[src/rtl/noc_port_arbiter.sv]
// Wormhole round-robin arbiter sharing one credit-controlled router input link.
// Locks the link to one requester from head to tail and tracks downstream credits.
module noc_port_arbiter #(
    parameter int NREQ    = 4,
    parameter int DW      = 20,
    parameter int CREDITS = 7,
    localparam int CW     = $clog2(CREDITS + 1),
    localparam int OW     = $clog2(NREQ)
) (
    input  logic               clk,
    input  logic               rst,
    input  logic [NREQ-1:0]    req_valid,
    input  logic [NREQ*DW-1:0] req_data,
    output logic [NREQ-1:0]    req_ready,
    input  logic               ci,
    output logic [DW-1:0]      dataout,
    output logic               out_valid,
    output logic [CW-1:0]      credits,
    output logic [OW-1:0]      owner,
    output logic               credit_err
);

    typedef enum logic {IDLE, LOCKED} state_t;

    state_t           r_state;
    logic [OW-1:0]    r_rr_ptr;
    logic [OW-1:0]    r_owner;
    logic [CW-1:0]    r_credits;
    logic [DW-1:0]    r_dataout;
    logic             r_out_valid;
    logic             r_credit_err;

    logic [NREQ-1:0]  w_elig;
    logic [NREQ-1:0]  w_ready;
    logic             w_found;
    logic [OW-1:0]    w_win;
    logic [OW-1:0]    w_idx;
    logic [OW-1:0]    w_sel;
    logic [DW-1:0]    w_flit;
    logic [1:0]       w_type;
    logic             w_send;

    // Head (10) and single (11) both have the type MSB set.
    always_comb begin
        w_elig = '0;
        for (int i = 0; i < NREQ; i++) begin
            w_elig[i] = req_valid[i] & req_data[i*DW + DW-1];
        end
    end

    always_comb begin
        w_found = 1'b0;
        w_win   = '0;
        w_idx   = '0;
        for (int k = 1; k <= NREQ; k++) begin
            w_idx = OW'((int'(r_rr_ptr) + k) % NREQ);
            if (!w_found && w_elig[w_idx]) begin
                w_found = 1'b1;
                w_win   = w_idx;
            end
        end
    end

    always_comb begin
        w_ready = '0;
        if (r_credits != '0) begin
            if (r_state == IDLE) begin
                if (w_found) w_ready[w_win] = 1'b1;
            end else begin
                w_ready[r_owner] = 1'b1;
            end
        end
    end

    assign w_sel  = (r_state == IDLE) ? w_win : r_owner;
    assign w_send = |(req_valid & w_ready);

    always_comb begin
        w_flit = '0;
        for (int i = 0; i < NREQ; i++) begin
            if (OW'(i) == w_sel) w_flit = req_data[i*DW +: DW];
        end
    end

    assign w_type = w_flit[DW-1:DW-2];

    always_ff @(posedge clk) begin
        if (rst) begin
            r_state      <= IDLE;
            r_rr_ptr     <= OW'(NREQ - 1);
            r_owner      <= '0;
            r_credits    <= CW'(CREDITS);
            r_dataout    <= '0;
            r_out_valid  <= 1'b0;
            r_credit_err <= 1'b0;
        end else begin
            r_out_valid <= w_send;
            if (w_send) r_dataout <= w_flit;

            if (w_send && !ci) begin
                r_credits <= r_credits - CW'(1);
            end else if (!w_send && ci) begin
                if (r_credits == CW'(CREDITS)) r_credit_err <= 1'b1;
                else r_credits <= r_credits + CW'(1);
            end

            if (w_send) begin
                if (r_state == IDLE) begin
                    r_owner  <= w_win;
                    r_rr_ptr <= w_win;
                    if (w_type == 2'b10) r_state <= LOCKED;
                end else if (w_type == 2'b01) begin
                    r_state <= IDLE;
                end
            end
        end
    end

    assign req_ready  = w_ready;
    assign dataout    = r_dataout;
    assign out_valid  = r_out_valid;
    assign credits    = r_credits;
    assign owner      = r_owner;
    assign credit_err = r_credit_err;

endmodule

[config.mk]
export PLATFORM = sky130hd
export DESIGN_NAME = noc_port_arbiter
export DESIGN_NICKNAME = d
export VERILOG_FILES = /design/src/rtl/noc_port_arbiter.sv
export SDC_FILE = /design/constraint.sdc
export NUM_CORES = 1
export LEC_CHECK = 0
export BUFFER_PORTS_ARGS = -buffer_cell sky130_fd_sc_hd__buf_4
export CAP_MARGIN = 20
export CORE_ASPECT_RATIO = 0.7
export CORE_MARGIN = 2
export CORE_UTILIZATION = 44
export CTS_CLUSTER_DIAMETER = 40
export CTS_CLUSTER_SIZE = 24
export DETAILED_ROUTE_END_ITERATION = 10
export PLACE_DENSITY = 0.81
export SYNTH_ARGS = -nofsm -noshare
export SYNTH_HDL_FRONTEND = slang
export SYNTH_SLANG_ARGS = --single-unit
[constraint.sdc]
create_clock -name clk -period 3.55 [get_ports clk]
set_input_delay 0.355 -clock clk [delete_from_list [all_inputs] [get_ports clk]]
set_output_delay 0.355 -clock clk [all_outputs]
set_load 0.05 [all_outputs]
==> results of run 1 <==
[synth_stat cells, types with 2 or more instances]
cell,count
sky130_fd_sc_hd__a221o_1,12
sky130_fd_sc_hd__o21ai_0,24
sky130_fd_sc_hd__a21oi_1,23
sky130_fd_sc_hd__a211oi_1,8
sky130_fd_sc_hd__inv_1,8
sky130_fd_sc_hd__clkbuf_1,11
sky130_fd_sc_hd__nor2_1,30
sky130_fd_sc_hd__nor3_1,6
sky130_fd_sc_hd__maj3_1,2
sky130_fd_sc_hd__o211ai_1,3
sky130_fd_sc_hd__o31ai_2,2
sky130_fd_sc_hd__nand2_1,17
sky130_fd_sc_hd__ha_1,2
sky130_fd_sc_hd__and3_1,2
sky130_fd_sc_hd__buf_6,3
sky130_fd_sc_hd__buf_4,2
sky130_fd_sc_hd__a211oi_2,12
sky130_fd_sc_hd__nand2b_1,3
sky130_fd_sc_hd__a32o_1,2
sky130_fd_sc_hd__nand3_1,5
sky130_fd_sc_hd__dfxtp_1,30
sky130_fd_sc_hd__and2_1,7
[worst max-delay path by stage]
stage,cells past startpoint,from,slack [ns],end
after floorplan,14,req_valid[0],0.16,credits[2]
after global placement,12,req_valid[1],0.63,credits[2]
after detailed placement,12,req_valid[1],0.56,credits[2]
after CTS,11,r_rr_ptr[0],0.67,credits[2]
after global routing,10,r_state,0.32,credits[2]
final,10,r_state,0.66,credits[2]
[metal layers]
metal / vias up / global-route usage / share of wire
met5: - / 0 / 0
met4: 0 / 0.0691 / 0.0033
met3: 2 / 0.0552 / 0.081
met2: 119 / 0.477 / 0.47
met1: 1138 / 0.360 / 0.44
li1: 1142 / - / -
[cells by family after synthesis]
| kind of cell | after synthesis | share of synthesized area |
|---|---|---|
| adder cells (fa/ha/maj) | 5 | 0.0327 |
| buffers and inverters | 25 | 0.0636 |
| flip-flops | 30 | 0.302 |
| AND/OR/NAND/NOR | 73 | 0.176 |
| multiplexers | 1 | 0.00567 |
| XOR/XNOR | 1 | 0.00441 |
| AO/OA/AOI/OAI | 106 | 0.416 |
[through the flow]
stage	cells	hold WS, ns	worst slack (ns)
3_5_place_dp	404	0.457	0.565
3_3_place_gp	404	0.443	0.632
6_report	411	0.408	0.659
5_1_grt	411	0.416	0.319
4_1_cts	411	0.402	0.667
2_1_floorplan	241	0.552	0.160
[cell type report]
cell class	count	share of cell area
Timing Repair Buffer	124	0.312
Clock buffer	7	0.0256
Inverter	9	0.0122
Multi-Input combinational cell	186	0.426
Tap cell	55	0.0231
Sequential cell	30	0.201
[report_power, final]
part | internal, mW | switching [mW] | leakage [nW] | total (mW)
combinational | 0.676 | 1.28 | 1.06 | 1.96
clock | 0.135 | 0.118 | 0.0383 | 0.252
sequential | 0.496 | 0.136 | 0.248 | 0.632
total | 1.31 | 1.54 | 1.35 | 2.84
[registers in the layout (all words and copies together) (netlist names)]
| name | flops |
|---|---|
| credits | 3 |
| owner | 2 |
| out_valid | 1 |
| r_rr_ptr | 2 |
| credit_err | 1 |
| r_state | 1 |
| dataout | 20 |
[worst reg2reg max path: cells and delay by family (launching register included)]
kind,cells,cell delay (ns)
flops,1,0.61
compound gates,8,1.61
fa+ha+maj,1,0.31
buf+inv,1,0.23
==> flow_metrics.env, run 1 <==
export IMPL_run_status="complete, no violations"
export IMPL_gp_congestion=0.939
export IMPL_arrival_ns=3.03
export IMPL_drt_drc_violations_left=0
export IMPL_powerDensity_nw_per_um2=952
export IMPL_min_from="req_data[64]"
export IMPL_fin_crit_sh=0.814
export IMPL_setup_worst_path_start_class="flip-flop"
export IMPL_max_clock_path_buffers=2
export IMPL_critical_path_required_ns=3.69
export IMPL_setup_repair_after_global_routing_missed_its_margin="false"
export IMPL_cts_resized=0
export IMPL_synthTopCellsByArea="sky130_fd_sc_hd__dfxtp_1 (30%), sky130_fd_sc_hd__a211oi_2 (7.6%), sky130_fd_sc_hd__a221o_1 (6.0%)"
export IMPL_number_of_hold_buffers_added_after_cts=0
export IMPL_r2r_end="credits[2]"
export IMPL_crit_path_top_delay_cell="sky130_fd_sc_hd__dfxtp_1"
export IMPL_placementRows=20
export IMPL_layout_cells_most_common_list="sky130_fd_sc_hd__buf_4 (124), sky130_fd_sc_hd__nor2_1 (30), sky130_fd_sc_hd__dfxtp_1 (30)"
export IMPL_fp_dieH_um=60.2
export IMPL_setup_total_negative_slack_ns=0
export IMPL_finalMaxSlewViolations=0
export IMPL_cpPeakStageDelay_ns=0.61
export IMPL_worst_path_buf_inv=1
export IMPL_worstSetupPathType="reg -> reg"
export IMPL_die_width_um=84.3
export IMPL_fp_coreArea_um2=4330
export IMPL_placed_area_um2=2910
export IMPL_synth_enable_flop_cells=0
export IMPL_synth_async_reset_ratio=0
export IMPL_stdcell_area_um2=2990
export IMPL_cap_viol_max_count=0
export IMPL_peakVddDrop_mv=0.641
export IMPL_yosysSeqAreaShare=0.302
export IMPL_post_dp_hpwl_um=5180
export IMPL_insertedDiodeCount=0
export IMPL_cts_root_buffer="sky130_fd_sc_hd__clkbuf_8"
export IMPL_finish_utilization=0.690
export IMPL_ys_types=49
export IMPL_ys_seq_elements=30
export IMPL_worst_path_max_fanout=12
export IMPL_vias_in_the_first_global_route=2206
export IMPL_port_buffers=117
export IMPL_area_taken_by_multi_input_logic_gates_um2=1270
export IMPL_worstPathCellList="inv_1 -> o21ai_0 -> a211oi_1 -> o211a_1 -> a32o_1 -> a211o_1 -> ha_1 -> a41o_1 -> o21ai_0 -> o311ai_0"
export IMPL_dr_pass1_iters=5
export IMPL_synthToLayoutAreaGrowth_pct=50.3
export IMPL_ant_nets=0
export IMPL_filler_cell_count=379
export IMPL_antenna_found_initial=0
export IMPL_timing_final_crit_period_ns=2.89
export IMPL_finalSetupViolations=0
export IMPL_maximum_number_of_pins_on_one_net_before_global_route_repair=28
export IMPL_worst_r2r_path_depth=10
export IMPL_synth_fp_nets=331
export IMPL_worstHoldPathCells=3
export IMPL_ioPinCount=118
export IMPL_tightest_slew_ns=0.468
export IMPL_clk_pin_slew_worst_paths_ns=0.06
export IMPL_finalNetCount=446
export IMPL_slew_limit_headroom=0.688
export IMPL_grt_usage=0.276
export IMPL_tritoncts="built"
export IMPL_vias_per_std_cell=5.84
export IMPL_yosys_area_top_type="sky130_fd_sc_hd__dfxtp_1"
export IMPL_ys_warnings_count=0
export IMPL_global_route_overflow_total=0
export IMPL_commonest_non_fill_non_tap_cell_in_the_layout="sky130_fd_sc_hd__buf_4"
export IMPL_reg2reg_from="r_state"
export IMPL_via_count=2401
export IMPL_post_cts_setup_buffer_count=0
export IMPL_cts_htree_levels=2
export IMPL_detail_route_wirelength_um=6880
export IMPL_grt_pass1_wl_um=10900
export IMPL_power_mw=2.84
export IMPL_worstSkewPairLatency_ns=0.28
export IMPL_initial_utilization=0.459
export IMPL_clock_sinks=30
export IMPL_timing_hold_worst_endpoint="dataout[4]"
export IMPL_critPathTopFamily="compound AO/OA/AOI/OAI gates"
export IMPL_critical_path_top_cell_by_count="sky130_fd_sc_hd__o21ai_0"
export IMPL_hold_class="in -> reg"
export IMPL_seqCellArea_um2=601
export IMPL_post_route_cells_drive_above_1_share=0.427
export IMPL_cts_buffers_inserted=5
export IMPL_maximum_clock_frequency_ghz=0.346
export IMPL_synth_top_area_frac=0.302
export IMPL_ys_flop_type="sky130_fd_sc_hd__dfxtp_1"
export IMPL_netlist_area_before_placement_um2=1990
export IMPL_route_detailed_wl_per_inst_um=16.7
export IMPL_post_synthesis_instance_total=241
export IMPL_area_enclosed_by_the_die_boundary_um2=5080
export IMPL_p_leak_nw=1.35
export IMPL_rrSetupSlack_ns=0.66
export IMPL_hold_viol=0
export IMPL_drt_first_iter_violations=129
export IMPL_syn_avg_cell_area_um2=8.24
export IMPL_timing_critical_path_to_type="flip-flop"
export IMPL_clock_skew_final_ns=0.00571
(Power assumes the default switching activity.)
==> run 2, diff against run 1 <==
--- a/config.mk
+++ b/config.mk
@@ -5,11 +5,12 @@
 export SDC_FILE = /design/constraint.sdc
 export NUM_CORES = 1
 export LEC_CHECK = 0
+export ABC_AREA = 1
 export BUFFER_PORTS_ARGS = -buffer_cell sky130_fd_sc_hd__buf_4
 export CAP_MARGIN = 20
 export CORE_ASPECT_RATIO = 0.7
 export CORE_MARGIN = 2
-export CORE_UTILIZATION = 44
+export CORE_UTILIZATION = 45
 export CTS_CLUSTER_DIAMETER = 40
 export CTS_CLUSTER_SIZE = 24
 export DETAILED_ROUTE_END_ITERATION = 10
==> constraint.sdc (replaced) <==
create_clock -name clk -period 2.9 [get_ports clk]
set_input_delay 0.29 -clock clk [delete_from_list [all_inputs] [get_ports clk]]
set_output_delay 0.29 -clock clk [all_outputs]
set_load 0.05 [all_outputs]
==> flow_metrics.env, run 2 <==
export IMPL_ant_nets=0
export IMPL_max_clock_path_buffers=2
export IMPL_drt_drc_violations_left=0
export IMPL_tritoncts="built"
export IMPL_initial_utilization=0.460
export IMPL_cts_buffers_inserted=5
export IMPL_worstSkewPairLatency_ns=0.28
export IMPL_critPathTopFamily="simple AND/OR/NAND/NOR gates"
export IMPL_fp_dieH_um=62.2
export IMPL_yosys_area_top_type="sky130_fd_sc_hd__dfxtp_1"
export IMPL_critical_path_required_ns=3.06
export IMPL_placementRows=21
export IMPL_critical_path_top_cell_by_count="sky130_fd_sc_hd__nand2_2"
export IMPL_vias_per_std_cell=5.40
export IMPL_cpPeakStageDelay_ns=0.37
export IMPL_synth_top_family_by_area="simple AND/OR/NAND/NOR gates"
export IMPL_stdcell_area_um2=3280
export IMPL_worstPathCellList="inv_6 -> nand3_1 -> nand3_1 -> nand2_2 -> nand2_2 -> nand2_1 -> nor2_1 -> nand2_1 -> nand2_2 -> nand3_2 -> nand2_2 -> nand3_2 -> nand2_2 -> inv_2 -> nand2_4 -> ha_4 -> inv_2 -> fa_2 -> xor2_1 -> o21ai_1 -> inv_1 -> nor2_1 -> o31ai_1"
export IMPL_clock_sinks=30
export IMPL_finalSetupViolations=1
export IMPL_worstSetupPathType="reg -> reg"
export IMPL_run_status="finished, violations left"
export IMPL_global_route_overflow_total=0
export IMPL_finalMaxSlewViolations=0
export IMPL_cts_root_buffer="sky130_fd_sc_hd__clkbuf_8"
export IMPL_grt_pass1_wl_um=11100
export IMPL_hold_viol=0
export IMPL_cap_viol_max_count=0
export IMPL_dpl_worst_slack_ns=-0.0619
export IMPL_cts_htree_levels=2
export IMPL_setup_worst_path_start_class="flip-flop"
export IMPL_maximum_number_of_pins_on_one_net_before_global_route_repair=24
export IMPL_drt_first_iter_violations=227
export IMPL_placed_area_um2=3060
export IMPL_gp_congestion=0.973
export IMPL_synthToLayoutAreaGrowth_pct=50.9
export IMPL_fp_coreArea_um2=4730
export IMPL_largest_reg_flops=20
export IMPL_timing_final_crit_period_ns=2.93
export IMPL_ioPinCount=118
export IMPL_failed_checks="setup timing"
export IMPL_filler_cell_count=408
export IMPL_synth_enable_flop_cells=0
export IMPL_area_enclosed_by_the_die_boundary_um2=5420
export IMPL_synthesized_area_fraction_occupied_by_ao_oa_aoi_and_oai_cells=0.156
export IMPL_port_buffers=117
export IMPL_finalNetCount=553
export IMPL_post_synthesis_instance_total=341
export IMPL_netlist_top_cells_count="sky130_fd_sc_hd__nand2_1 (104), sky130_fd_sc_hd__nor2_1 (46), sky130_fd_sc_hd__nand3_1 (38)"
export IMPL_synth_fp_nets=431
export IMPL_synth_mux_area_fraction=0
export IMPL_layout_cells_most_common_list="sky130_fd_sc_hd__buf_4 (131), sky130_fd_sc_hd__nand2_1 (95), sky130_fd_sc_hd__nor2_1 (45)"
export IMPL_post_synth_fa_ha_maj_area_fraction=0.0207
export IMPL_clk_pin_slew_worst_paths_ns=0.06
export IMPL_insertedDiodeCount=0
export IMPL_crit_path_top_delay_cell="sky130_fd_sc_hd__dfxtp_4"
export IMPL_tightest_slew_ns=0.679
export IMPL_post_route_cells_drive_above_1_share=0.397
export IMPL_slew_limit_headroom=0.547
export IMPL_via_count=2806
export IMPL_worst_path_buf_inv=4
export IMPL_arrival_ns=3.08
export IMPL_commonest_non_fill_non_tap_cell_in_the_layout="sky130_fd_sc_hd__buf_4"
export IMPL_top_count_cell_post_synth="sky130_fd_sc_hd__nand2_1"
export IMPL_netlist_area_before_placement_um2=2180
export IMPL_maximum_clock_frequency_ghz=0.342
export IMPL_die_width_um=87.1
export IMPL_fin_ws_ns=-0.0255
export IMPL_vias_in_the_first_global_route=2515
export IMPL_clock_skew_final_ns=0.00525
export IMPL_syn_avg_cell_area_um2=6.38
export IMPL_hold_class="in -> reg"
export IMPL_worst_path_max_fanout=11
export IMPL_synth_simple_area_share=0.442
export IMPL_ys_flop_type="sky130_fd_sc_hd__dfxtp_1"
export IMPL_ys_warnings_count=0
export IMPL_dr_pass1_iters=5
export IMPL_grt_usage=0.258
export IMPL_detail_route_wirelength_um=7760
export IMPL_synth_top_area_frac=0.276
export IMPL_fraction_of_synthesized_cell_area_in_xor_and_xnor_cells=0.00403
export IMPL_synth_async_reset_ratio=0
export IMPL_timing_critical_path_to_type="flip-flop"
export IMPL_ys_types=31
export IMPL_fin_crit_sh=1.01
export IMPL_route_detailed_wl_per_inst_um=14.9
export IMPL_setup_repair_after_global_routing_missed_its_margin="true"
export IMPL_yosysSeqAreaShare=0.276
export IMPL_ys_seq_elements=30
export IMPL_synthTopCellsByArea="sky130_fd_sc_hd__dfxtp_1 (28%), sky130_fd_sc_hd__nand2_1 (18%), sky130_fd_sc_hd__nand3_1 (8.7%)"
export IMPL_antenna_found_initial=0
export IMPL_post_dp_hpwl_um=5410
run 2: changes by cell type after synthesis, sizes merged, moves of 16 or more:
cell,previous run,this run
nand3,5,43
nor2,30,48
a211oi,20,0
nand2,17,115
a22oi,1,17
run 2: cells by family (layout without fill, tap and decap cells):
kind of cell,count (synthesis),after routing
adder cells (fa/ha/maj),3,3
buffers and inverters,39,161
AND/OR/NAND/NOR,215,215
AO/OA/AOI/OAI,53,53
flip-flops,30,30
XOR/XNOR,1,1
run 2: metal layers:
metal / vias to the layer above / GRT usage / wire [um]
li1: 1366 / - / -
met1: 1251 / 0.314 / 3200
met2: 169 / 0.433 / 3560
met3: 20 / 0.0745 / 826
met4: 0 / 0.0865 / 180
met5: - / 0 / 0
run 2: cell type report:
| cell class | count | area, um^2 | area share |
|---|---|---|---|
| Tap cell | 57 | 71.3 | 0.0217 |
| Timing Repair Buffer | 132 | 995 | 0.303 |
| Multi-Input combinational cell | 272 | 1450 | 0.440 |
| Inverter | 22 | 87.6 | 0.0267 |
| Clock buffer | 7 | 76.3 | 0.0232 |
| Sequential cell | 30 | 608 | 0.185 |
run 2: through the flow:
step	hold slack (ns)	TNS [ns]	std cells	utilization
after global placement	0.458	0	506	0.646
final	0.230	-0.0255	520	0.694
after global routing	0.227	-0.172	520	0.694
after detailed placement	0.472	-0.0619	506	0.646
after CTS	0.223	0	515	0.667
after floorplan	0.472	0	341	-
run 2: repair_timing:
item                                    in CTS  in global routing
gates resized for setup                      6                 22
cloned                                       0                  0
hold buffers                                 0                  0
setup buffers                                2                  5
endpoints found under the setup margin       1                  1
pin swaps                                    2                 17
run 2: worst paths after layout:
| kind | from | end | slack [ns] | depth (start not counted) |
|---|---|---|---|---|
| max | r_rr_ptr[0] | credits[2] | -0.03 | 23 |
| max reg2reg | r_rr_ptr[0] | credits[2] | -0.03 | 23 |
| min | rst | dataout[19] | 0.23 | 2 |
| min reg2reg | dataout[6] | dataout[6] | 0.49 | 2 |
Power of run 2 is left out: the tool's default activity adds up to more than one toggle a clock period on the data nets, which glitch-free logic cannot reach.
